## config.mk

```make
export PLATFORM = sky130hd
export DESIGN_NAME = alu_issue_flat
export DESIGN_NICKNAME = d
export VERILOG_FILES = /design/src/rtl/alu_issue_if.sv /design/src/rtl/alu_issue.sv /design/src/flat_wrapper.sv
export SDC_FILE = /design/constraint.sdc
export NUM_CORES = 1
export LEC_CHECK = 0
export ABC_AREA = 1
export CAP_MARGIN = 40
export CORE_MARGIN = 2
export CORE_UTILIZATION = 44
export DETAILED_ROUTE_END_ITERATION = 6
export PLACE_DENSITY = 0.95
export SLEW_MARGIN = 15
export SYNTH_ARGS = -nofsm -noshare
export SYNTH_HDL_FRONTEND = slang
export SYNTH_SLANG_ARGS = --single-unit
```

## constraint.sdc

```tcl
create_clock -name clk -period 8.4 [get_ports clk]
set_input_delay 1.26 -clock clk [delete_from_list [all_inputs] [get_ports clk]]
set_output_delay 1.26 -clock clk [all_outputs]
set_load 0.02 [all_outputs]
```

## src/rtl/alu_issue_if.sv

```systemverilog
// Handshake and ALU-side bundle for alu_issue: request channel, ALU operand/result
// channel and retire channel. The slave modport is the alu_issue view.
interface alu_issue_if #(
    parameter int unsigned WIDTH = 32
);
    logic             in_valid;
    logic             in_ready;
    logic [1:0]       aluop;
    logic [5:0]       funct;
    logic [WIDTH-1:0] a;
    logic [WIDTH-1:0] b;

    logic [WIDTH-1:0] alu_op1;
    logic [WIDTH-1:0] alu_op2;
    logic [2:0]       alu_op;
    logic [WIDTH-1:0] alu_ops;
    logic             alu_zf;

    logic             out_valid;
    logic             out_ready;
    logic [WIDTH-1:0] result;
    logic             zero;
    logic             err;

    modport master (
        output in_valid, aluop, funct, a, b, alu_ops, alu_zf, out_ready,
        input  in_ready, alu_op1, alu_op2, alu_op, out_valid, result, zero, err
    );

    modport slave (
        input  in_valid, aluop, funct, a, b, alu_ops, alu_zf, out_ready,
        output in_ready, alu_op1, alu_op2, alu_op, out_valid, result, zero, err
    );
endinterface

```

## src/rtl/alu_issue.sv

```systemverilog
// Issue/retire front end for the 32-bit combinational ALU: decode, issue register (S1), retire register (S2).
// Define ALU_ISSUE_BYPASS_EN to remove S1 and drive the ALU straight from the decoded input.
module alu_issue #(
    parameter int unsigned WIDTH = 32
) (
    input  logic       clk,
    input  logic       rst,
    alu_issue_if.slave bus
);
    typedef enum logic [2:0] {
        OP_AND = 3'b000,
        OP_OR  = 3'b001,
        OP_ADD = 3'b010,
        OP_SUB = 3'b011,
        OP_SLT = 3'b100,
        OP_DIV = 3'b101,
        OP_NOP = 3'b110,
        OP_MUL = 3'b111
    } alu_op_e;

    alu_op_e dec_op;
    logic    dec_ill;
    logic    dec_dz;
    logic    s2_free;
    logic    in_fire;
    logic    cap_fire;
    logic    cap_ill;
    logic    cap_dz;

    // ALUOP/funct translation of the request currently on the input
    always_comb begin
        dec_op  = OP_NOP;
        dec_ill = 1'b0;
        case (bus.aluop)
            2'b00:   dec_op = OP_ADD;
            2'b01:   dec_op = OP_SUB;
            2'b11:   dec_op = OP_OR;
            default: begin
                case (bus.funct)
                    6'b100000: dec_op = OP_ADD;
                    6'b100010: dec_op = OP_SUB;
                    6'b100100: dec_op = OP_AND;
                    6'b100101: dec_op = OP_OR;
                    6'b101010: dec_op = OP_SLT;
                    6'b011010: dec_op = OP_DIV;
                    6'b011000: dec_op = OP_MUL;
                    default: begin
                        dec_op  = OP_NOP;
                        dec_ill = 1'b1;
                    end
                endcase
            end
        endcase
    end

    assign dec_dz  = (dec_op == OP_DIV) && (bus.b == '0);
    assign s2_free = !bus.out_valid || bus.out_ready;

`ifdef ALU_ISSUE_BYPASS_EN
    assign bus.in_ready = s2_free;
    assign in_fire      = bus.in_valid && bus.in_ready;
    assign bus.alu_op   = dec_op;
    assign bus.alu_op1  = bus.a;
    assign bus.alu_op2  = bus.b;
    assign cap_fire     = in_fire;
    assign cap_ill      = dec_ill;
    assign cap_dz       = dec_dz;
`else
    logic             s1_valid;
    alu_op_e          s1_op;
    logic [WIDTH-1:0] s1_a;
    logic [WIDTH-1:0] s1_b;
    logic             s1_ill;
    logic             s1_dz;

    assign bus.in_ready = !s1_valid || s2_free;
    assign in_fire      = bus.in_valid && bus.in_ready;
    assign cap_fire     = s1_valid && s2_free;
    assign cap_ill      = s1_ill;
    assign cap_dz       = s1_dz;

    // Issue register; data only loads on acceptance so the ALU inputs stay quiet when idle
    always_ff @(posedge clk or posedge rst) begin
        if (rst) begin
            s1_valid <= 1'b0;
            s1_op    <= OP_AND;
            s1_a     <= '0;
            s1_b     <= '0;
            s1_ill   <= 1'b0;
            s1_dz    <= 1'b0;
        end else begin
            if (in_fire) begin
                s1_op  <= dec_op;
                s1_a   <= bus.a;
                s1_b   <= bus.b;
                s1_ill <= dec_ill;
                s1_dz  <= dec_dz;
            end
            if (in_fire) begin
                s1_valid <= 1'b1;
            end else if (cap_fire) begin
                s1_valid <= 1'b0;
            end
        end
    end

    assign bus.alu_op  = s1_op;
    assign bus.alu_op1 = s1_a;
    assign bus.alu_op2 = s1_b;
`endif

    // Retire register; illegal and divide-by-zero results override the ALU output
    always_ff @(posedge clk or posedge rst) begin
        if (rst) begin
            bus.out_valid <= 1'b0;
            bus.result    <= '0;
            bus.zero      <= 1'b0;
            bus.err       <= 1'b0;
        end else if (cap_fire) begin
            bus.out_valid <= 1'b1;
            if (cap_ill) begin
                bus.result <= '0;
                bus.zero   <= 1'b1;
                bus.err    <= 1'b1;
            end else if (cap_dz) begin
                bus.result <= '1;
                bus.zero   <= 1'b0;
                bus.err    <= 1'b1;
            end else begin
                bus.result <= bus.alu_ops;
                bus.zero   <= bus.alu_zf;
                bus.err    <= 1'b0;
            end
        end else if (bus.out_ready) begin
            bus.out_valid <= 1'b0;
        end
    end
endmodule

```

## src/flat_wrapper.sv

```systemverilog
// flat-port wrapper written by rule: the top's interface ports become plain ports
module alu_issue_flat 
#(
    parameter int unsigned WIDTH = 32
)
  (clk, rst, bus_in_valid, bus_aluop, bus_funct, bus_a, bus_b, bus_alu_ops, bus_alu_zf, bus_out_ready, bus_in_ready, bus_alu_op1, bus_alu_op2, bus_alu_op, bus_out_valid, bus_result, bus_zero, bus_err);
  alu_issue_if #(.WIDTH(WIDTH)) bus_i ();
  input  logic clk;
  input  logic rst;
  input wire logic [$bits(bus_i.in_valid)-1:0] bus_in_valid;
  input wire logic [$bits(bus_i.aluop)-1:0] bus_aluop;
  input wire logic [$bits(bus_i.funct)-1:0] bus_funct;
  input wire logic [$bits(bus_i.a)-1:0] bus_a;
  input wire logic [$bits(bus_i.b)-1:0] bus_b;
  input wire logic [$bits(bus_i.alu_ops)-1:0] bus_alu_ops;
  input wire logic [$bits(bus_i.alu_zf)-1:0] bus_alu_zf;
  input wire logic [$bits(bus_i.out_ready)-1:0] bus_out_ready;
  output wire logic [$bits(bus_i.in_ready)-1:0] bus_in_ready;
  output wire logic [$bits(bus_i.alu_op1)-1:0] bus_alu_op1;
  output wire logic [$bits(bus_i.alu_op2)-1:0] bus_alu_op2;
  output wire logic [$bits(bus_i.alu_op)-1:0] bus_alu_op;
  output wire logic [$bits(bus_i.out_valid)-1:0] bus_out_valid;
  output wire logic [$bits(bus_i.result)-1:0] bus_result;
  output wire logic [$bits(bus_i.zero)-1:0] bus_zero;
  output wire logic [$bits(bus_i.err)-1:0] bus_err;
  assign bus_i.in_valid = bus_in_valid;
  assign bus_i.aluop = bus_aluop;
  assign bus_i.funct = bus_funct;
  assign bus_i.a = bus_a;
  assign bus_i.b = bus_b;
  assign bus_i.alu_ops = bus_alu_ops;
  assign bus_i.alu_zf = bus_alu_zf;
  assign bus_i.out_ready = bus_out_ready;
  assign bus_in_ready = bus_i.in_ready;
  assign bus_alu_op1 = bus_i.alu_op1;
  assign bus_alu_op2 = bus_i.alu_op2;
  assign bus_alu_op = bus_i.alu_op;
  assign bus_out_valid = bus_i.out_valid;
  assign bus_result = bus_i.result;
  assign bus_zero = bus_i.zero;
  assign bus_err = bus_i.err;
  alu_issue #(.WIDTH(WIDTH)) u_core (.clk(clk), .rst(rst), .bus(bus_i));
endmodule
```

==> impl_metrics.csv, run 1 <==
group,metric,value,unit
status,status,"completed",
route,drt_iter0_markers,264,
floorplan,ios,212,
setup_path,worstSetupEndpointType,"output port",
final_layout,fin_area,6850,sq um
setup_path,cp_cell_sequence,"clkdlybuf4s50_1 > inv_2 > nand3_2 > clkdlybuf4s50_1",
timing,finalCritPeriodShare,0.450,
final_layout,post-route-util,0.697,
timing,maxSlewViolCount,0,
setup_path,cp_slowest_cell,"clkdlybuf4s50_1",
setup_path,cp_max_fo,3,
yosys,synthCells,516,
clock_network,clock_path_buffers,2,
pwr,power.density,210,nW/um^2
place,portBuffers,211,
pwr,leakagePower,0.00319,uW
timing,max_freq,264,MHz
place,place_area,6660,sq um
yosys,synth_area,4460,sq um
route,drc,0,
timing,worst_slew_pin_slew,831,ps
setup_path,worstPathArrival,2520,ps
timing,report.final.hold_viol_count,0,
route,routedWlPerCell,14.7,um
final_layout,num_antenna_cells,0,
floorplan,die_height,105,um
final_layout,fillers,738,
yosys,synth_warnings,0,
route,postRouteAntennaNets,0,
timing,clock_skew,9.39,ps
timing,fin_setup_tns,0,ps
timing,slew_headroom,0.446,
setup_path,required,7140,ps
setup_path,crit_type,"in -> out",
floorplan,core-area,9820,sq um
clock_network,clkLatencyLatePin,360,ps
setup_path,cp-start-kind,"input pin",
final_layout,drive_gt1_frac,0.0403,
timing,rsz0062_at_grt,"no",
yosys,synth_area_leaders,"dfrtp_1, nand2_1, o21ai_0",
global_route,grt_pass1_vias,4194,
yosys,ys_seq_elements,105,
clock_network,cts-buffers-inserted,9,
clock_network,holdBufCountCts,0,
clock_network,cts_root_buf,"clkbuf_8",
clock_network,clock-sinks,105,
place,place_congestion,0.874,
setup_path,cpPeakStageDelay,640,ps
final_layout,final_common_cell,"clkdlybuf4s50_1",
global_route,antenna_found_initial,0,
clock_network,tritoncts,"yes",
timing,setup_viol,0,
job,cap_viol_max_count,0,
yosys,synth.distinct_cells,23,
yosys,ys_seq_area_frac,0.590,
final_layout,syn_to_final_growth,53.6,%
route,dr.pass1.iters,5,
pwr,vdd_drop_max,0.0976,mV
route,drt_wl_total,12500,um
clock_network,post_cts_resized,0,
floorplan,initial_core_util,0.454,
global_route,grt_max_degree,94,
route,via_per_inst,4.91,
floorplan,die_x,105,um
clock_network,cts.clk_slew.worst_paths,90,ps
yosys,synth_top_cell_by_area,"dfrtp_1",
timing,period_needed,3780,ps
yosys,synth_top_cell_area_share,0.590,
floorplan,die_area,11000,sq um
global_route,grt-ovfl-total,0,
global_route,grt_use_total,0.235,
floorplan,rows,36,
yosys,syn-mean-instance-area,8.64,sq um
route,num_vias,4186,
setup_path,cpMostUsedCell,"clkdlybuf4s50_1",
clock_network,htree_num_levels,3,
place,dp_hpwl,9350,um
global_route,grt_pass1_wl,20700,um
yosys,synth_nets,625,
final_layout,num-nets-final,824,
clock_network,post_cts_buffers,0,
hold_path,hold_class,"reg -> reg",
final_layout,final_cell_mix,"clkdlybuf4s50_1, nand2_1, dfrtp_1",
-- report_power, final --
| group | internal (uW) | switching (uW) | total, uW |
|---|---|---|---|
| Clock | 116 | 173 | 289 |
| Sequential | 594 | 51.2 | 645 |
| Combinational | 239 | 264 | 503 |
| Total | 949 | 488 | 1440 |
-- worst max-delay path, delay by kind of cell --
kind                   cells  cell delay (ps)
and+or+nand+nor            1               90
buffers and inverters      3             1170
-- registers in the layout, indices dropped and copies added (netlist names) --
signal,cells
u_core.cap_ill,1
u_core.bus.alu_op,3
u_core.bus.alu_op1,32
u_core.bus.alu_op2,32
u_core.bus.err,1
u_core.bus.result,32
u_core.bus.zero,1
u_core.bus.out_valid,1
u_core.s1_valid,1
u_core.cap_dz,1
-- through the flow --
step / setup WS (ps) / power (uW) / cells / hold slack (ps)
2_1_floorplan: 4380 / 886 / 516 / 478
3_3_place_gp: 4620 / 1140 / 835 / 461
3_5_place_dp: 4630 / 1160 / 837 / 468
4_1_cts: 4620 / 1450 / 853 / 490
5_1_grt: 4580 / 1520 / 853 / 513
6_report: 4620 / 1440 / 853 / 485
-- kinds of logic (layout without fill, tap and decap cells) --
family / after synthesis / in the layout / synth area share
and+or+nand+nor: 216 / 216 / 0.190
DFF: 105 / 105 / 0.590
buffers and inverters: 99 / 303 / 0.0926
AOI/OAI and AO/OA: 96 / 96 / 0.128
-- cell type report --
| type | count | area [sq um] | share of cell area |
|---|---|---|---|
| repair buffers | 216 | 2180 | 0.318 |
| clock buffers | 10 | 138 | 0.0201 |
| multi-input cells | 312 | 1420 | 0.208 |
| flip-flops and latches | 105 | 2630 | 0.384 |
| well taps | 133 | 166 | 0.0243 |
| clock inverters | 6 | 43.8 | 0.00640 |
| inverters | 71 | 269 | 0.0393 |
-- final timing paths --
check	start	to	slack [ps]	depth (start not counted)
max reg2reg	u_core.bus.out_valid	u_core.bus.alu_op[0]	6140	6
min	u_core.bus.alu_op1[28]	u_core.bus.alu_op1[28]	480	2
min in group asynchronous	rst	u_core.bus.alu_op2[19]	1330	2
max	bus_out_ready	bus_in_ready	4620	4
min reg2reg	u_core.bus.alu_op1[28]	u_core.bus.alu_op1[28]	480	2
max in group asynchronous	rst	u_core.bus.alu_op1[3]	5980	3
-- Yosys cell counts --
cell type    n
nand2_2      1
a21oi_1      2
nor2_1      24
buf_6        3
nor2_2       1
o211ai_1    32
a21oi_2      1
buf_4        1
nand3_2      1
clkinv_1     1
a31oi_1      2
o21ai_1      5
o21ai_0     52
buf_2       12
inv_2        2
nor2_4       1
clkbuf_1    12
nand3_1      8
dfrtp_1    105
nand4_1      2
nand2_1    178
inv_1       68
o21bai_1     2
-- metal layers --
metal,vias to the layer above,track usage,share of wire
met2,179,0.410,0.50
met5,-,0,0
met4,0,0.0819,0.019
li1,2008,-,-
met1,1976,0.281,0.40
met3,23,0.0599,0.081
No activity file was read; power rests on OpenSTA's default activity.
==> inputs of run 2 (changes only) <==
--- a/config.mk
+++ b/config.mk
@@ -8,9 +8,9 @@
 export ABC_AREA = 1
 export CAP_MARGIN = 40
 export CORE_MARGIN = 2
-export CORE_UTILIZATION = 44
+export CORE_UTILIZATION = 37
 export DETAILED_ROUTE_END_ITERATION = 6
-export PLACE_DENSITY = 0.95
+export PLACE_DENSITY = 0.89
 export SLEW_MARGIN = 15
 export SYNTH_ARGS = -nofsm -noshare
 export SYNTH_HDL_FRONTEND = slang
==> constraint.sdc (replaced) <==
create_clock -name clk -period 3.35 [get_ports clk]
set_input_delay 0.5025 -clock clk [delete_from_list [all_inputs] [get_ports clk]]
set_output_delay 0.5025 -clock clk [all_outputs]
set_load 0.02 [all_outputs]
==> run 2 against run 1 <==
  * Global-route usage fell by 4.5 points
  * Total power rose to 2.8 times the previous value
  * Non-clock buffer count rose by 2
  * Sequential power rose to 2.5 times the previous value
  * Worst hold slack got worse by 5.8 ps
  * Register-to-register slack got worse by 4500 ps
  * Final cell count rose by 1.6%
  * Via count fell by 4.3%
  * Sequential cell count did not move
  * Wire length fell by 3.2%
  * Highest routed layer unchanged
==> impl_metrics.csv, run 2 (synthesis results as in run 1) <==
group,metric,value,unit
status,status,"completed",
floorplan,core-area,11900,sq um
timing,max_freq,445,MHz
timing,worst_slew_pin_slew,711,ps
timing,hold_slack,479,ps
pwr,vdd_drop_max,0.242,mV
clock_network,cts.clk_slew.worst_paths,70,ps
global_route,grt_pass1_vias,4028,
route,routedWlPerCell,14.0,um
clock_network,htree_num_levels,3,
global_route,antenna_found_initial,0,
clock_network,clkLatencyLatePin,330,ps
timing,slew_headroom,0.526,
global_route,grt_max_degree,69,
floorplan,initial_core_util,0.376,
hold_path,hold_depth,2,
setup_path,r2r_end,"u_core.cap_dz",
setup_path,r2r_slack,1650,ps
clock_network,holdBufCountCts,0,
pwr,power.density,565,nW/um^2
job,cap_viol_max_count,0,
hold_path,worstHoldEndpoint,"u_core.bus.alu_op1[18]",
hold_path,hold_class,"reg -> reg",
route,postRouteAntennaNets,0,
floorplan,die_height,114,um
setup_path,required,2850,ps
global_route,grt_use_total,0.189,
clock_network,post_cts_buffers,0,
floorplan,die_area,12900,sq um
clock_network,tritoncts,"yes",
timing,fin_setup_tns,0,ps
route,drt_wl_total,12100,um
route,num_vias,4008,
setup_path,rr_worst_depth,5,
route,via_per_inst,4.62,
route,drc,0,
floorplan,rows,40,
timing,clock_skew,4.49,ps
final_layout,final_common_cell,"clkdlybuf4s50_1",
clock_network,cts_root_buf,"clkbuf_16",
setup_path,crit_type,"in -> out",
floorplan,die_x,114,um
setup_path,cp-start-kind,"input pin",
timing,period_needed,2250,ps
setup_path,worstSetupEndpointType,"output port",
final_layout,final_cell_mix,"clkdlybuf4s50_1, nand2_1, dfrtp_1",
clock_network,clock_path_buffers,2,
timing,maxSlewViolCount,0,
final_layout,drive_gt1_frac,0.0375,
global_route,grt_pass1_wl,19600,um
setup_path,cp_max_fo,3,
final_layout,syn_to_final_growth,57.3,%
final_layout,num_antenna_cells,0,
clock_network,post_cts_resized,0,
setup_path,worstPathArrival,1740,ps
place,portBuffers,211,
clock_network,cts-buffers-inserted,9,
place,dp_hpwl,8950,um
setup_path,startpoint,"bus_out_ready",
clock_network,clock-sinks,105,
setup_path,rr_startpoint,"u_core.bus.out_valid",
floorplan,ios,212,
timing,finalCritPeriodShare,0.671,
route,drt_iter0_markers,380,
pwr,leakagePower,0.00326,uW
final_layout,num-nets-final,826,
timing,report.final.hold_viol_count,0,
route,dr.pass1.iters,4,
timing,setup_viol,0,
global_route,grt-ovfl-total,0,
hold_path,hp-start,"u_core.bus.alu_op1[18]",
place,place_congestion,0.786,
timing,rsz0062_at_grt,"no",
[run 2: cell count changes in the layout (fill, tap and decap cells not counted)]
| cell | before | now |
|---|---|---|
| clkbuf_16 | 0 | 9 |
| clkinv_4 | 1 | 0 |
| buf_8 | 1 | 0 |
| clkbuf_1 | 0 | 2 |
| buf_16 | 1 | 2 |
| clkinvlp_4 | 4 | 1 |
| bufinv_16 | 0 | 2 |
| clkbuf_8 | 10 | 0 |
| clkinv_2 | 1 | 0 |
| buf_4 | 3 | 5 |
[run 2: routing by layer]
metal | share of wire | vias to the layer above | GRT usage
li1 | - | 2006 | -
met1 | 0.42 | 1840 | 0.235
met2 | 0.48 | 142 | 0.322
met3 | 0.081 | 20 | 0.0521
met4 | 0.015 | 0 | 0.0602
met5 | 0 | - | 0
[run 2: final cells by class]
cell class	count	area, sq um
Multi-Input combinational cell	312	1420
Fill cell	1014	4850
Inverter	71	269
Clock buffer	11	233
Clock inverter	3	67.6
Tap cell	147	184
Sequential cell	105	2630
Timing Repair Buffer	218	2200
[run 2: worst max path at each step]
stage	endpoint	slack [ps]	cells past startpoint
2_1_floorplan	u_core.bus.alu_op1[0]	90	1
3_3_place_gp	u_core.cap_dz	1090	7
3_5_place_dp	u_core.cap_dz	1060	7
4_1_cts	bus_in_ready	1090	4
5_1_grt	bus_in_ready	1060	4
6_report	bus_in_ready	1100	4
[run 2: worst max-delay path: stages]
cell and delay [ps]:
clkdlybuf4s50_1 470, inv_2 60, nand3_2 90, clkdlybuf4s50_1 620
[run 2: report_power, final]
| part | leakage, uW | switching, uW | internal (uW) | total (uW) |
|---|---|---|---|---|
| clock | 0.000142 | 436 | 648 | 1080 |
| sequential | 0.00129 | 127 | 1490 | 1620 |
| combinational | 0.00183 | 651 | 605 | 1260 |
| total | 0.00326 | 1210 | 2740 | 3960 |
[run 2: stage by stage]
| step | setup slack (ps) | util | power (uW) | instance area, sq um | cells |
|---|---|---|---|---|---|
| floorplan | 87.0 | - | 2220 | 4460 | 516 |
| global placement | 1090 | 0.561 | 2860 | 6650 | 851 |
| detailed placement | 1060 | 0.566 | 2910 | 6710 | 853 |
| CTS | 1090 | 0.591 | 4000 | 7010 | 867 |
| global route | 1060 | 0.591 | 4160 | 7010 | 867 |
| finish | 1100 | 0.591 | 3960 | 7010 | 867 |
